$ cat config.mk
export PLATFORM = sky130hd
export DESIGN_NAME = srl16_delay_line
export DESIGN_NICKNAME = d
export VERILOG_FILES = /design/src/rtl/srl16_delay_line.sv
export SDC_FILE = /design/constraint.sdc
export NUM_CORES = 1
export LEC_CHECK = 0
export CORE_UTILIZATION = 40
export CTS_CLUSTER_SIZE = 20
export DETAILED_ROUTE_END_ITERATION = 10
export PLACE_DENSITY = 0.69
export SLEW_MARGIN = 20
export SYNTH_ARGS = -nofsm -noshare
export SYNTH_HDL_FRONTEND = slang
export SYNTH_SLANG_ARGS = --single-unit
export TNS_END_PERCENT = 1
$ cat constraint.sdc
create_clock -name CLK -period 2.9 [get_ports CLK]
set_input_delay 0.87 -clock CLK [delete_from_list [all_inputs] [get_ports CLK]]
set_output_delay 0.87 -clock CLK [all_outputs]
set_load 0.005 [all_outputs]
$ cat src/rtl/srl16_delay_line.sv
// srl16_delay_line
// Addressable 16-stage shift-register delay line with SRL16E-style behaviour
// (CE, A0..A3, D, Q) plus a synchronous reset. Each bit lane has its own
// 16-bit shift register, and all lanes share the clock, enable, reset and tap
// address. Q is a purely combinational tap, so the delay is addr+1 clocks.

module srl16_delay_line #(
    parameter logic [15:0] INIT  = 16'h0000,  // power-up/reset contents, bit i = stage i
    parameter int          WIDTH = 1          // number of parallel bit lanes
) (
    input  logic             CLK,
    input  logic             RST,
    input  logic             CE,
    input  logic             A0,
    input  logic             A1,
    input  logic             A2,
    input  logic             A3,
    input  logic [WIDTH-1:0] D,
    output logic [WIDTH-1:0] Q
);

    // Tap address: stage 0 is the newest sample.
    logic [3:0] addr;
    assign addr = {A3, A2, A1, A0};

    genvar gi;
    generate
        for (gi = 0; gi < WIDTH; gi++) begin : g_lane
            // Declaration initialiser gives INIT as the FPGA configuration value.
            logic [15:0] sr_reg = INIT;

            // Reset has priority over shifting; the bit leaving stage 15 is dropped.
            always_ff @(posedge CLK) begin
                if (RST) begin
                    sr_reg <= INIT;
                end else if (CE) begin
                    sr_reg <= {sr_reg[14:0], D[gi]};
                end
            end

            // Unregistered tap, so an address change shows up in the same cycle.
            assign Q[gi] = sr_reg[addr];
        end
    endgenerate

endmodule

==> flow_summary.ini <==
[clocking]
cts-root-buf = clkbuf_4
cts_buffers = 3
cts_tree = built
cts_max_level = 1
worstSkewPairLatency_ps = 290
cts_sinks = 16
path_clk_slew_ps = 90
cts_setup_buffers = 0
clockBufferDepth = 2

[die]
design.core.area_sq_um = 1560
design.die.area_sq_um = 1900
io_pins = 9
std_cell_rows = 14
fp.dieW_um = 43.6
start_util_pct = 44.5
die_y_um = 43.6

[sta]
fin_crit_ps = 2830
max_freq_mhz = 353
rsz0062_at_grt = false
final_max_slew_viol_count = 0
finalHoldViolCount = 0
min_period_over_period_pct = 97.7
worst_pin_slew_ps = 565
clock_skew_ps = 1.48
relSlewSlack_pct = 62.2
setup_viol = 0
holdWs_ps = 520

[synth]
syn_area_sq_um = 693
ys_seq_elements = 16
yosys-top-cells-area = dfxtp_1 (46%), mux2i_1 (27%), mux4_1 (15%)
avgSynthCellArea_sq_um = 11.7
synth.top_cell.area_share_pct = 46.2
netlist_instances = 59
yosysSeqAreaShare_pct = 46.2
synth_nets = 67
yosys_warnings = 0
synth_largest_area_cell = dfxtp_1
ys_types = 7

[power_and_ir_drop]
ir_drop_mv = 0.233
p_switching_mw = 0.0870
p_leak_nw = 0.351
pwr-share-clk_pct = 36.9
intPower_mw = 0.315
p_per_area_nw_per_um2 = 503
swShare_pct = 21.6
power_frac_seq_pct = 55.3
combPwrFrac_pct = 7.8

[placement]
dp_cells = 80
gp_congestion = 0.692
dpl.hpwl_um = 799
port_buffers = 8

[grt]
grt_pass1_wl_um = 1880
antenna_found_initial = 0
gr-usage-met3_pct = 5.42
grt_max_degree = 17
use_met1_pct = 16.3
grt_usage_pct = 14.1
overflow = 0
grt_pass1_vias = 438
grt-busiest-layer = met2
use_met2_pct = 21.5

[min_path]
hp-class = reg2reg

[final_layout]
layout.cells.non_filler = 84
largest_register_ffs = 16
nNetsFinal = 77
final_util_pct = 51.3
fillCellCount = 140
n_antenna_cell = 0
drive_gt1_share_pct = 16.2
areaGrowthSynthToFinish_pct = 15.3

[flow_run]
drv_cap = 0

[route]
wire_per_inst_um = 13.6
drc = 1
first_pass_iters = 7
drt_iter0_drc = 2
postRouteAntennaNets = 0
viasPerCell = 5.45
routed_wirelength_um = 1140
vias = 458

[setup_path]
cp.required_ps = 2030
worstPathArrival_ps = 1960
path_max_fanout = 4
cp-start-kind = input port
critical_path_class = in2out
worstSetupEndpointType = output port

[status]
failed_checks = DRC
status = finished, violations left
-- metal layers --
layer,share of wire (%),up-vias
li1,-,224
met1,49,220
met2,44,12
met3,5.3,2
met4,1.6,0
met5,0,-
-- worst paths after layout --
kind / depth (start not counted) / end / startpoint / slack, ps
max reg2reg: 2 / g_lane[0].sr_reg[8]$_SDFFE_PP0P_ / g_lane[0].sr_reg[8]$_SDFFE_PP0P_ / 2230
max: 5 / Q / A0 / 70
min: 2 / g_lane[0].sr_reg[15]$_SDFFE_PP0P_ / g_lane[0].sr_reg[15]$_SDFFE_PP0P_ / 520
min reg2reg: 2 / g_lane[0].sr_reg[15]$_SDFFE_PP0P_ / g_lane[0].sr_reg[15]$_SDFFE_PP0P_ / 520
-- Yosys cell counts (all sizes together) --
master   n
clkbuf   1
mux4     4
dfxtp   16
nor2    16
mux2i   19
buf      3
-- stage by stage --
stage	TNS, ps	power (mW)	cell area (sq um)	setup WS [ps]
2_1_floorplan	0	0.245	693	425
3_3_place_gp	-666	0.259	783	-666
3_5_place_dp	-728	0.259	783	-728
4_1_cts	0	0.405	803	2.70
5_1_grt	0	0.418	800	0.811
6_report	0	0.403	800	65.6
-- cell type report --
cell class              instances  area (sq um)  area share [%]
multi-input cells              39           340            42.6
flip-flops and latches         16           320            40.1
repair buffers                  9          82.6            10.3
clock buffers                   4          36.3            4.54
well taps                      16          20.0            2.50
-- timing repair --
item | 4_1_cts | 5_1_grt
hold buffers | 0 | 0
resized for setup | 10 | 4
setup endpoints to repair | 1 | 1
-- layout by cell type (no fill, tap or decap) --
master,instances
buf_6,1
clkdlybuf4s50_1,5
dfxtp_1,16
dlygate4sd2_1,1
clkbuf_8,1
nor2_1,16
buf_4,1
mux2i_1,19
clkbuf_2,1
clkbuf_4,3
mux4_2,4
-- critical path, cell delays in order --
cell,delay [ps]
buf_6,100
mux4_2,490
mux2i_1,150
mux2i_1,90
dlygate4sd2_1,260
-- power groups by stage --
stage | Clock [mW] | Combinational [mW] | Sequential [mW]
floorplan | 0 | 0.0182 | 0.227
detailed placement | 0 | 0.0318 | 0.228
global placement | 0 | 0.0313 | 0.228
CTS | 0.151 | 0.0314 | 0.222
global route | 0.161 | 0.0337 | 0.223
finish | 0.149 | 0.0314 | 0.223
-- kinds of logic after synthesis --
logic type | after synthesis | share of synthesized area, %
multiplexers | 23 | 42.6
flip-flops | 16 | 46.2
AND/OR/NAND/NOR | 16 | 8.66
buffers and inverters | 4 | 2.53
No activity file was read; power rests on OpenSTA's default activity.
